File: config.mk
export PLATFORM = sky130hd
export DESIGN_NAME = onehot_scan_encoder
export DESIGN_NICKNAME = d
export VERILOG_FILES = /design/src/rtl/onehot_scan_encoder.sv
export SDC_FILE = /design/constraint.sdc
export NUM_CORES = 1
export LEC_CHECK = 0
export CORE_MARGIN = 2
export CORE_UTILIZATION = 48
export DETAILED_ROUTE_END_ITERATION = 7
export HOLD_SLACK_MARGIN = 0.12
export PLACE_DENSITY_LB_ADDON = 0.1
export SLEW_MARGIN = 10
export SYNTH_ARGS = -nofsm -noshare
export SYNTH_HDL_FRONTEND = slang
export SYNTH_SLANG_ARGS = --single-unit
File: constraint.sdc
create_clock -name clk -period 6 [get_ports clk]
set_input_delay 0.6 -clock clk [delete_from_list [all_inputs] [get_ports clk]]
set_output_delay 0.6 -clock clk [all_outputs]
set_load 0.02 [all_outputs]
File: src/rtl/onehot_scan_encoder.sv
// rtl/onehot_scan_encoder.sv - multi-hot request vector to serial index stream
//
// Accepts a WIDTH-bit request vector and emits the binary index of each set
// bit, one per output handshake. Default order is lowest index first; define
// ONEHOT_SCAN_MSB_FIRST_EN to emit highest index first instead.
//
// Ports:
//   clk        rising-edge clock
//   rst        synchronous active-high reset
//   in_valid   in_vec is valid
//   in_ready   block can accept a vector this cycle
//   in_vec     request vector, any pattern legal (zero is consumed silently)
//   out_valid  out_idx is valid
//   out_ready  downstream accepts the current beat
//   out_idx    index of the currently selected set bit
//   out_last   current beat is the final index of the vector
//   out_cnt    indices still pending, including the current one
//   busy       a vector is being scanned

module onehot_scan_encoder #(
    parameter int WIDTH = 8,
    parameter int IDXW  = 3
) (
    input  logic            clk,
    input  logic            rst,
    input  logic            in_valid,
    output logic            in_ready,
    input  logic [WIDTH-1:0] in_vec,
    output logic            out_valid,
    input  logic            out_ready,
    output logic [IDXW-1:0] out_idx,
    output logic            out_last,
    output logic [IDXW:0]   out_cnt,
    output logic            busy
);

    localparam logic [0:0] ST_IDLE = 1'b0;
    localparam logic [0:0] ST_SCAN = 1'b1;

    logic [0:0]       state_q, state_d;
    logic [WIDTH-1:0] pending_q, pending_d;

    logic [IDXW-1:0]  sel_idx;
    logic [WIDTH-1:0] sel_mask;
    logic [IDXW:0]    pop_cnt;
    logic             scanning;
    logic             beat_done;
    logic             in_fire;

    // Priority select over the pending bits. The loop runs toward the
    // preferred end so the last match wins.
    always_comb begin
        sel_idx = '0;
`ifdef ONEHOT_SCAN_MSB_FIRST_EN
        for (int i = 0; i < WIDTH; i++) begin
            if (pending_q[i]) sel_idx = IDXW'(i);
        end
`else
        for (int i = WIDTH - 1; i >= 0; i--) begin
            if (pending_q[i]) sel_idx = IDXW'(i);
        end
`endif
    end

    always_comb begin
        pop_cnt = '0;
        for (int i = 0; i < WIDTH; i++) begin
            pop_cnt = pop_cnt + (IDXW + 1)'(pending_q[i]);
        end
    end

    assign sel_mask  = WIDTH'(1) << sel_idx;
    assign scanning  = (state_q == ST_SCAN);

    // Outputs come from registered state only; pending is zero in IDLE so
    // out_idx and out_cnt read 0 there without extra gating.
    assign out_valid = scanning;
    assign busy      = scanning;
    assign out_idx   = sel_idx;
    assign out_cnt   = pop_cnt;
    assign out_last  = scanning && (pop_cnt == (IDXW + 1)'(1));
    assign beat_done = out_valid && out_ready;

    // A new vector may land on the cycle the previous one's last beat leaves.
    assign in_ready  = !rst && (!scanning || (beat_done && out_last));
    assign in_fire   = in_valid && in_ready;

    always_comb begin
        state_d   = state_q;
        pending_d = pending_q;
        if (beat_done) begin
            pending_d = pending_q & ~sel_mask;
            if (out_last) state_d = ST_IDLE;
        end
        if (in_fire) begin
            // A zero vector is consumed with no beat; pending is already
            // empty here because acceptance only happens when idle or on
            // the final beat.
            pending_d = in_vec;
            state_d   = (in_vec != '0) ? ST_SCAN : ST_IDLE;
        end
    end

    always_ff @(posedge clk) begin
        if (rst) begin
            state_q   <= ST_IDLE;
            pending_q <= '0;
        end else begin
            state_q   <= state_d;
            pending_q <= pending_d;
        end
    end

endmodule
; ---- Word-level counts from Yosys, hierarchy flattened
; Index checks and enable logic that the tools add are counted.
[classes]
bitwise_logic = 2
eq_ne = 1
muxes = 14
n_reduce_logical = 12
shifts = 1
add_sub_neg = 7
[op_table]
columns = cell, n
row1 = $mux 3, 8
row2 = $add 4x1->4, 4
row3 = $mux 8, 2
row4 = $and 8x8->8, 1
row5 = $not 8->8, 1
row6 = $reduce_bool 8->1, 1
row7 = $shl 1x3->8 const A, 1
row8 = $logic_and 1x1->1, 5
row9 = $add 3x1->4, 1
row10 = $eq 4x1->1 const B, 1
row11 = $mux 1, 4
row12 = $reduce_bool 2->1, 2
row13 = $add 2x1->3, 1
row14 = $add 1x1->2, 1
row15 = $logic_not 1->1, 2
row16 = $reduce_and 2->1, 1
row17 = $logic_or 1x1->1, 1
[totals]
output_inout_bits = 11
input_bits = 12
ff_bits = 9
elab_cells = 39

; ---- Longest topological paths before layout
; Gate-level depths: netlist of the first run.
[depth]
ltp_word = 15
ltp_mapped = 13
depth_no_buf = 12

; ---- Worst setup path after synthesis of the first run
; Ideal clock, no wire load.
[synth_timing]
kind = register to output
from = register pending_q[0]
to = output in_ready
path_stages_with_launch = 13
t_required_ns = 5.400
arrival_time_ns = 3.320
n_path_buf = 0
setup_slack_ns = 2.080
path_cell_list = dfxtp_1 > inv_1 > fa_1 > fa_1 > fa_1 > inv_1 > ha_1 > inv_1 > fa_1 > and2_1 > nand4_1 > and3_1 > nor2_1
[synth_via]
elab_chain_cells = 12
[synth_lines]
columns = element, line_no
row1 = from (decl), 41  ; logic [WIDTH-1:0] pending_q, pending_d;
row2 = from (signal assigned), 110  ; pending_q <= pending_d;
row3 = $add 1x1->2, 68  ; pop_cnt = pop_cnt + (IDXW + 1)'(pending_q[i]);
row4 = $add 2x1->3, 68
row5 = $add 3x1->4, 68
row6 = $add 4x1->4 (4 in a row), 68
row7 = $eq 4x1->1, 81  ; assign out_last = scanning && (pop_cnt == (IDXW + 1)'(1));
row8 = $logic_and 1x1->1, 81
row9 = $logic_and 1x1->1, 85  ; assign in_ready = !rst && (!scanning || (beat_done && out_last));
row10 = $logic_or 1x1->1, 85
row11 = $logic_and 1x1->1, 85
row12 = to (decl), 27  ; output logic in_ready,
; Every way passes these cells.

; ---- Worst setup path in the final report of the first run
; Same ends and word-level chain as after synthesis.

==> results of run 1 <==
==> cells by family after synthesis <==
logic type | count (synthesis) | share of synthesized area
buffers and inverters | 19 | 0.1047
adder cells (fa/ha/maj) | 7 | 0.1641
flip-flops | 9 | 0.2513
AND/OR/NAND/NOR | 27 | 0.2077
AO/OA/AOI/OAI | 14 | 0.1431
multiplexers | 8 | 0.1291
==> power groups by stage <==
stage / clock, uW / sequential (uW) / combinational (uW)
after floorplan: 0 / 75.8 / 103
after global placement: 0 / 76.8 / 160
after detailed placement: 0 / 77.2 / 165
after CTS: 47.7 / 75.7 / 166
after global routing: 49.6 / 77.3 / 184
final: 46.0 / 76.0 / 165
==> critical path, cell delays in order, from the launching register on <==
cell             delay [ps]
dfxtp_1                 450
inv_1                   100
fa_1                    560
fa_1                    440
fa_1                    440
inv_1                    70
ha_1                    160
inv_1                    50
fa_1                    490
and2_1                  180
nand4_1                 140
and3_1                  210
nor2_1                   80
clkdlybuf4s50_1         610
==> worst paths after layout <==
check,start,end,cells after the start
worst min-delay path,pending_q[7]$_SDFFE_PP0P_,pending_q[7]$_SDFFE_PP0P_,4
worst max-delay path,pending_q[0]$_SDFFE_PP0P_,in_ready,13
worst max register to register,pending_q[0]$_SDFFE_PP0P_,pending_q[6]$_SDFFE_PP0P_,12
worst min register to register,pending_q[7]$_SDFFE_PP0P_,pending_q[7]$_SDFFE_PP0P_,4
==> metal layers <==
metal,part of all wire,vias to the layer above
met2,0.47,25
li1,-,339
met4,0,0
met5,0,-
met3,0.064,0
met1,0.47,303
==> sequential cells by signal, indices dropped and copies added (netlist names) <==
register   count
busy           1
pending_q      8
==> metrics by stage <==
step / hold WS, ps / worst slack (ps)
floorplan: 575.6 / 2080
global placement: 624.9 / 1583
detailed placement: 650.1 / 1459
CTS: 666.6 / 1159
global route: 742.3 / 932.5
finish: 660.1 / 1165
==> Yosys cell counts <==
library cell / instances / area [sq um]
o21bai_1: 1 / 7.510
nand2_1: 2 / 7.510
o311a_2: 2 / 22.52
nor2_1: 6 / 22.52
o311a_1: 1 / 10.01
a31oi_1: 1 / 6.260
mux2i_1: 1 / 10.01
mux2_4: 1 / 15.01
fa_1: 4 / 80.08
buf_4: 1 / 7.510
nand4_1: 1 / 6.260
dfxtp_1: 9 / 180.2
and2_1: 1 / 6.260
a311o_1: 1 / 10.01
inv_1: 17 / 63.81
nand3_1: 1 / 5.000
clkbuf_1: 1 / 3.750
nor3_1: 4 / 20.02
ha_1: 3 / 37.54
or4_4: 1 / 11.26
nand2b_1: 1 / 6.260
mux2_2: 6 / 67.56
nor2b_1: 3 / 18.77
a21oi_1: 5 / 25.02
and3_1: 2 / 12.51
o21ai_0: 1 / 5.000
nor4_1: 3 / 18.77
o21a_1: 1 / 7.510
and3_2: 1 / 7.510
or2_1: 1 / 6.260
o41ai_1: 1 / 8.760
==> area by class of cell <==
class / instances / area share
multi-input cells: 56 / 0.4749
repair buffers: 22 / 0.2265
flip-flops and latches: 9 / 0.1853
inverters: 17 / 0.06564
clock buffers: 3 / 0.02317
well taps: 15 / 0.01931
clock inverters: 1 / 0.005148
==> cells in the final DEF (no fill, tap or decap), types with 2 or more instances in the layout <==
cell             netlist  final
clkbuf_4               0      3
nor3_1                 4      4
inv_1                 17     17
clkdlybuf4s50_1        0     22
nor2b_1                3      3
nor2_1                 6      6
ha_1                   3      3
fa_1                   4      4
nand2_1                2      2
o311a_2                2      2
mux2_2                 6      6
a21oi_1                5      5
dfxtp_1                9      9
and3_1                 2      2
nor4_1                 3      3
==> results.md, run 1 <==
* Detail Placement HPWL at 1300 microns
* Total iterations of the first detailed-routing run at 4
* CP Data Arrival Time at 4240 ps
* Worst setup slack for register-to-register paths at 1960 ps
* Fraction of final layout cells sized beyond drive strength 1 at 0.1389
* Leakage at 0.0004278 uW
* Outcome: completed
* Global routing met3 resource utilization at 0.05603
* Global routing usage on met1 at 0.2447
* TritonCTS clock tree: done
* Worst slew margin relative to its limit at 0.7058
* Crit. End Element: output pin
* I/O pin cnt at 23
* Number of setup violations in the final report at 0
* Setup clock skew after layout at 0.6901 ps
* Vias per cell at 5.423
* Pin count of the biggest net entering global routing at 9
* Total routing usage reported by global routing at 0.1908
* Buffers added on ports at 22
* FILL cells at 110
* Clock share of power at 0.160
* Post-CTS Hold Fix Bufs at 0
* Antenna violation net count after detailed routing at 0
* Fin crit period at 4835 ps
* Final TNS setup at 0 ps
* Number of hold violations in the final report at 0
* Switching power share of the total at 0.3978
* CTS Root Buffer Type: clkbuf_4
* Largest driver fanout on the critical path at 8
* Effective utilization at floorplan at 0.5310
* Total clock sinks at 9
* Drt drc at 0
* Largest buffer count on any clock path at 2
* CTS H-tree depth at 1
* First-iteration detailed-routing DRC count at 18
* Final Non-Filler Cells at 123
* Syn-to-layout area delta at 35.60%
* Critical path launch point type: register
* Crit Path Class: register to output pin
* Total internal power at 172.9 uW
* Clock latency reported for the late side of the worst-skew pair at 260 ps
* Post-Place Cell Area at 944.7 sq um
* Chip Width at 42.65 microns
* Transition time at the pin with the least slew margin at 441.4 ps
* Post-Synthesis Cells at 84
* Routed via count at 667
* Row count at 13
* Part of the cycle the worst path needs at 0.8058
* Grt ovf at 0
* Final count of pins violating max slew at 0
* Via count of the first global-routing pass at 656
* Post-CTS Resized at 0
* Busiest layer in global routing: met2
* Maximum resistive drop on vdd at 0.1649 mV
* Part of the power in combinational logic at 0.575
* Class of the tightest hold or removal check: register to register
* Register bit count reported by yosys at 9
* Sw Pwr at 114.2 uW
* Syn. warnings at 0
* Unrepaired setup endpoints after global routing: no
* Share of total power in sequential cells at 0.265
* Global-route wire length before repair at 2642 microns
* Fin nets at 128
* Area of the multi-input gates at 461.7 sq um
* Total setup buffers inserted after CTS at 0
* Power density normalized to cell area at 295.3 nW/um^2
* Required time of the critical path at 5400 ps
* Post-detailed-route wirelength per cell at 12.49 microns
* Number of antenna cells inserted at 0
* Total area of sequential cells at 180.2 sq um
* Num CTS Buffers at 3
* Placeable Area at 1350 sq um
* Placed instance count at 119
* Max-cap violations at 0
* Met2 Track Usage GR at 0.3091
* DIE HEIGHT at 42.65 microns
* Sequential element share of the synthesized area at 0.2513
* Area of the die at 1819 sq um
* Non-Filler Cell Area, Final at 972.2 sq um
* Number of antenna violations at the first check in global routing at 0
* Post-Route Utilization at 0.7201
* Power after layout at 287.1 uW
* Synthesized cell area at 716.9 sq um
* Number of unique standard cell types used by synthesis at 31
* RePlAce Congestion at 0.8277
* Per-instance average area after synthesis at 8.535 sq um
* Synthesized net count at 103
* CTS clock-pin slew for the worst setup and hold paths at 60 ps
* FMAX at 206.8 MHz
* Total wire length at 1536 microns
No activity file was read; power rests on OpenSTA's default activity.
==> inputs of run 2 (changes only) <==
--- a/config.mk
+++ b/config.mk
@@ -6,7 +6,7 @@
 export NUM_CORES = 1
 export LEC_CHECK = 0
 export CORE_MARGIN = 2
-export CORE_UTILIZATION = 48
+export CORE_UTILIZATION = 44
 export DETAILED_ROUTE_END_ITERATION = 7
 export HOLD_SLACK_MARGIN = 0.12
 export PLACE_DENSITY_LB_ADDON = 0.1
==> constraint.sdc (replaced) <==
create_clock -name clk -period 4.9 [get_ports clk]
set_input_delay 0.49 -clock clk [delete_from_list [all_inputs] [get_ports clk]]
set_output_delay 0.49 -clock clk [all_outputs]
set_load 0.02 [all_outputs]
==> run 2 against run 1 <==
Compared with the run above: non-clock buffer count did not move; combinational power rose by 20%; routed wire length decreased by 4.2%; utilization decreased by 8.2 points; clock skew up 3.7 ps; register-to-register slack worse by 1100 ps; clock-buffer cell count up 1; critical path depth stayed put; sequential share of layout area unchanged; worst setup slack worse by 960 ps; die area rose by 8.2%; first-iteration DRC count down 44%; largest power group unchanged.
==> results.md, run 2 (synthesized netlist as in run 1, its figures left out) <==
* Outcome: completed
* Drt drc at 0
* Gate family responsible for the most delay along the worst path: adder cells
* Via count of the first global-routing pass at 622
* Dominant cell type by count on the critical path: fa_1
* Max-cap violations at 0
* Commonest cells after routing, fill and taps aside: 22 x clkdlybuf4s50_1, 17 x inv_1, 9 x dfxtp_1
* Class of the tightest hold or removal check: register to register
* Total routing usage reported by global routing at 0.1720
* TritonCTS clock tree: done
* Part of the power in combinational logic at 0.569
* FMAX at 212.8 MHz
* Row count at 14
* Detail Placement HPWL at 1237 microns
* Largest buffer count on any clock path at 2
* CTS clock-pin slew for the worst setup and hold paths at 60 ps
* Total internal power at 212.0 uW
* Part of the cycle the worst path needs at 0.9591
* CTS H-tree depth at 1
* Maximum single-stage delay on the critical path at 610 ps
* DIE HEIGHT at 44.37 microns
* Crit. End Element: output pin
* Required time of the critical path at 4410 ps
* Cells along the critical path: inv_1 > fa_1 > fa_1 > fa_1 > inv_1 > ha_1 > inv_1 > fa_1 > and2_1 > nand4_1 > and3_1 > nor2_1 > clkdlybuf4s50_1
* Area of the die at 1968 sq um
* Global-route wire length before repair at 2511 microns
* Total clock sinks at 9
* First-iteration detailed-routing DRC count at 10
* Largest driver fanout on the critical path at 8
* Sw Pwr at 136.8 uW
* Antenna violation net count after detailed routing at 0
* Total setup buffers inserted after CTS at 0
* CTS Root Buffer Type: clkbuf_4
* Final count of pins violating max slew at 0
* Crit-path slowest cell: clkdlybuf4s50_1
* Setup clock skew after layout at 4.428 ps
* Total wire length at 1471 microns
* Syn-to-layout area delta at 35.60%
* Num CTS Buffers at 3
* Final TNS setup at 0 ps
* Unrepaired setup endpoints after global routing: no
* Maximum resistive drop on vdd at 0.1805 mV
* Placeable Area at 1524 sq um
* CP Data Arrival Time at 4210 ps
* I/O pin cnt at 23
* Number of antenna cells inserted at 0
* Share of total power in sequential cells at 0.267
* Clock share of power at 0.164
* Leading cell type in the layout, fill and taps excluded: clkdlybuf4s50_1
* Grt ovf at 0
* Register ranked first by flip-flop count: pending_q
* RePlAce Congestion at 0.8101
* Vias per cell at 5.250
* Critical path launch point type: register
* Buffers added on ports at 22
* Transition time at the pin with the least slew margin at 427.5 ps
* Worst slew margin relative to its limit at 0.7150
* Routed via count at 651
* Post-Route Utilization at 0.6379
* Number of antenna violations at the first check in global routing at 0
* Switching power share of the total at 0.3922
* Pin count of the biggest net entering global routing at 9
* Post-CTS Hold Fix Bufs at 0
* Chip Width at 44.37 microns
* Effective utilization at floorplan at 0.4704
* Fin crit period at 4700 ps
* Post-detailed-route wirelength per cell at 11.86 microns
* Crit Path Class: register to output pin
* Power density normalized to cell area at 358.8 nW/um^2
* Flip-flop count of the largest register, all copies and words added at 8
* Leakage at 0.0004250 uW
* Fraction of final layout cells sized beyond drive strength 1 at 0.1296
* Clock latency reported for the late side of the worst-skew pair at 260 ps
* Fin nets at 128
* Count of buffering cells on the critical path with inverters included at 4
* Post-CTS Resized at 0
* Number of setup violations in the final report at 0
* Number of hold violations in the final report at 0
* Total iterations of the first detailed-routing run at 4
run 2: changes by cell type in the layout (fill, tap and decap cells not counted):
cell	previous run	this run
clkinv_2	1	0
clkbuf_1	0	1
run 2: path summary, 6_finish.rpt:
kind,from,end,slack [ps],depth (start not counted)
worst min-delay path,pending_q[7]$_SDFFE_PP0P_,pending_q[7]$_SDFFE_PP0P_,670,4
worst min register to register,pending_q[7]$_SDFFE_PP0P_,pending_q[7]$_SDFFE_PP0P_,670,4
worst max-delay path,pending_q[0]$_SDFFE_PP0P_,in_ready,200,13
worst max register to register,pending_q[0]$_SDFFE_PP0P_,pending_q[6]$_SDFFE_PP0P_,900,12
run 2: layout make-up:
class | instances | area [sq um]
clock buffer | 4 | 26.28
fill | 133 | 551.8
inverter | 17 | 63.81
multi-input combinational | 56 | 461.7
sequential | 9 | 180.2
tap | 16 | 20.02
timing repair buffer | 22 | 220.2
run 2: tightest hold or removal path, cell delays in order (launching register included):
cell	delay (ps)
dfxtp_1	330
inv_1	110
nor2_1	60
o41ai_1	60
mux2i_1	70
run 2: power groups by stage:
stage	Clock (uW)	Sequential (uW)	Combinational (uW)
finish	57.3	93.2	198
global route	63.7	94.4	218
CTS	59.5	92.9	201
floorplan	0	92.8	126
detailed placement	0	94.4	201
global placement	0	94.2	197
run 2: stage by stage:
step	worst slack, ps	cells	cell area, sq um	total power [uW]	hold WS (ps)
after floorplan	1088	84	716.9	218.9	575.6
after global placement	561.7	120	945.9	291.2	640.1
after detailed placement	480.3	120	945.9	295.1	648.2
after CTS	175.3	124	972.2	353.8	683.2
after global routing	10.11	124	972.2	376.6	708.6
final	200.4	124	972.2	348.9	674.3
run 2: metal layers:
| layer | global-route usage | share of wire |
|---|---|---|
| met3 | 0.06122 | 0.043 |
| met2 | 0.2794 | 0.46 |
| met1 | 0.2203 | 0.49 |
| met4 | 0.03636 | 0.0041 |
| met5 | 0 | 0 |
==> inputs of run 3 (changes only) <==
--- a/config.mk
+++ b/config.mk
@@ -10,6 +10,7 @@
 export DETAILED_ROUTE_END_ITERATION = 7
 export HOLD_SLACK_MARGIN = 0.12
 export PLACE_DENSITY_LB_ADDON = 0.1
+export RECOVER_POWER = 50
 export SLEW_MARGIN = 10
 export SYNTH_ARGS = -nofsm -noshare
 export SYNTH_HDL_FRONTEND = slang
==> run 3 against run 2 <==
Compared with the run above: clock power about the same; highest routed layer unchanged; via count is the same; largest power group unchanged; critical path type unchanged; power fell by 1.9%.
==> results.md, run 3 (synthesized netlist as in run 1, its figures left out) <==
* Area of the multi-input gates at 461.7 sq um
* Routed via count at 651
* Syn-to-layout area delta at 35.60%
* CTS clock-pin slew for the worst setup and hold paths at 60 ps
* Dominant cell type by count on the critical path: fa_1
* Number of setup violations in the final report at 0
* Crit-path slowest cell: clkdlybuf4s50_1
* Total clock sinks at 9
* Commonest cells after routing, fill and taps aside: 17 x inv_1, 15 x clkdlybuf4s50_1, 9 x dfxtp_1
* Register ranked first by flip-flop count: pending_q
* Share of total power in sequential cells at 0.272
* Vias per cell at 5.250
* Final setup slack of the worst path at 195.9 ps
* Leading cell type in the layout, fill and taps excluded: inv_1
* DIE HEIGHT at 44.37 microns
* Setup clock skew after layout at 4.428 ps
* I/O pin cnt at 23
* Total setup buffers inserted after CTS at 0
* TritonCTS clock tree: done
* Maximum resistive drop on vdd at 0.1794 mV
* Pin count of the biggest net entering global routing at 9
* Drt drc at 0
* CP Data Arrival Time at 4210 ps
* Number of hold violations in the final report at 0
* Buffers added on ports at 22
* Outcome: completed
* Total area of sequential cells at 180.2 sq um
* Final Non-Filler Cells at 124
* Clock share of power at 0.168
* Flip-flop count of the largest register, all copies and words added at 8
* Effective utilization at floorplan at 0.4704
* CTS Root Buffer Type: clkbuf_4
* Worst-case setup slack after placement at 480.3 ps
* Clock latency reported for the late side of the worst-skew pair at 260 ps
* Number of antenna cells inserted at 0
* Fin nets at 128
* Number of antenna violations at the first check in global routing at 0
* Worst slew margin relative to its limit at 0.7150
* Required time of the critical path at 4410 ps
* Antenna violation net count after detailed routing at 0
* Total internal power at 206.0 uW
* RePlAce Congestion at 0.8101
* Post-CTS Resized at 0
* Row count at 14
* Maximum single-stage delay on the critical path at 610 ps
* Sw Pwr at 136.1 uW
* Crit. End Element: output pin
* Class of the tightest hold or removal check: register to register
* Worst setup slack for register-to-register paths at 900 ps
* Via count of the first global-routing pass at 622
* Post-CTS Hold Fix Bufs at 0
* Num CTS Buffers at 3
* Final TNS setup at 0 ps
* Fin crit period at 4704 ps
* Crit Path Class: register to output pin
* Unrepaired setup endpoints after global routing: no
* Post-detailed-route wirelength per cell at 11.84 microns
* FMAX at 212.6 MHz
* Fraction of final layout cells sized beyond drive strength 1 at 0.1296
* Largest buffer count on any clock path at 2
* Total routing usage reported by global routing at 0.1720
* Critical path launch point type: register
* Chip Width at 44.37 microns
* Switching power share of the total at 0.3978
* Largest driver fanout on the critical path at 8
* Placeable Area at 1524 sq um
* Count of buffering cells on the critical path with inverters included at 4
* Power density normalized to cell area at 351.9 nW/um^2
* First-iteration detailed-routing DRC count at 10
* Final count of pins violating max slew at 0
* Area of the die at 1968 sq um
* Part of the power in combinational logic at 0.560
* Placed instance count at 120
* Total iterations of the first detailed-routing run at 4
* Detail Placement HPWL at 1237 microns
* Max-cap violations at 0
* Grt ovf at 0
* Transition time at the pin with the least slew margin at 427.5 ps
* CTS H-tree depth at 1
* FILL cells at 133
* Part of the cycle the worst path needs at 0.9600
* Gate family responsible for the most delay along the worst path: adder cells
* Total wire length at 1468 microns
* Leakage at 0.0004369 uW
* Global-route wire length before repair at 2511 microns
* Cells along the critical path: inv_1 > fa_1 > fa_1 > fa_1 > inv_1 > ha_1 > inv_1 > fa_1 > and2_1 > nand4_1 > and3_1 > nor2_1 > clkdlybuf4s50_1
## run 3: path summary, 6_finish.rpt
kind,start,to,depth (start not counted)
worst min register to register,pending_q[7]$_SDFFE_PP0P_,pending_q[7]$_SDFFE_PP0P_,4
worst max-delay path,pending_q[0]$_SDFFE_PP0P_,in_ready,13
worst max register to register,pending_q[0]$_SDFFE_PP0P_,pending_q[6]$_SDFFE_PP0P_,12
worst min-delay path,pending_q[7]$_SDFFE_PP0P_,pending_q[7]$_SDFFE_PP0P_,4
## run 3: stage by stage
step / hold slack, ps / power (uW) / util / area, sq um
2_1_floorplan: 575.6 / 218.9 / - / 716.9
3_3_place_gp: 640.1 / 291.2 / 0.6207 / 945.9
3_5_place_dp: 648.2 / 295.1 / 0.6207 / 945.9
4_1_cts: 683.2 / 353.8 / 0.6379 / 972.2
5_1_grt: 708.6 / 369.9 / 0.6379 / 972.2
6_report: 674.4 / 342.1 / 0.6379 / 972.2
## run 3: layer usage
metal | wire (microns) | GRT usage | part of all wire | vias to the layer above
li1 | - | - | - | 338
met3 | 63 | 0.06122 | 0.043 | 2
met5 | 0 | 0 | 0 | -
met1 | 717 | 0.2203 | 0.49 | 297
met4 | 6 | 0.03636 | 0.0041 | 0
met2 | 679 | 0.2794 | 0.46 | 14
## run 3: power groups by stage
stage	sequential (uW)	combinational, uW	clock, uW
after floorplan	92.8	126	0
after global placement	94.2	197	0
after detailed placement	94.4	201	0
after CTS	92.9	201	59.5
after global routing	94.4	212	63.7
final	93.0	192	57.3
## run 3: tightest hold or removal path, cell delays in order, from the launching register on
cell and delay (ps):
dfxtp_1 330, inv_1 110, nor2_1 60, o41ai_1 60, mux2i_1 70
## run 3: layout make-up
| cell class | count | share of cell area |
|---|---|---|
| multi-input combinational | 56 | 0.4749 |
| timing repair buffer | 22 | 0.2265 |
| sequential | 9 | 0.1853 |
| inverter | 17 | 0.06564 |
| clock buffer | 4 | 0.02703 |
| tap | 16 | 0.02059 |
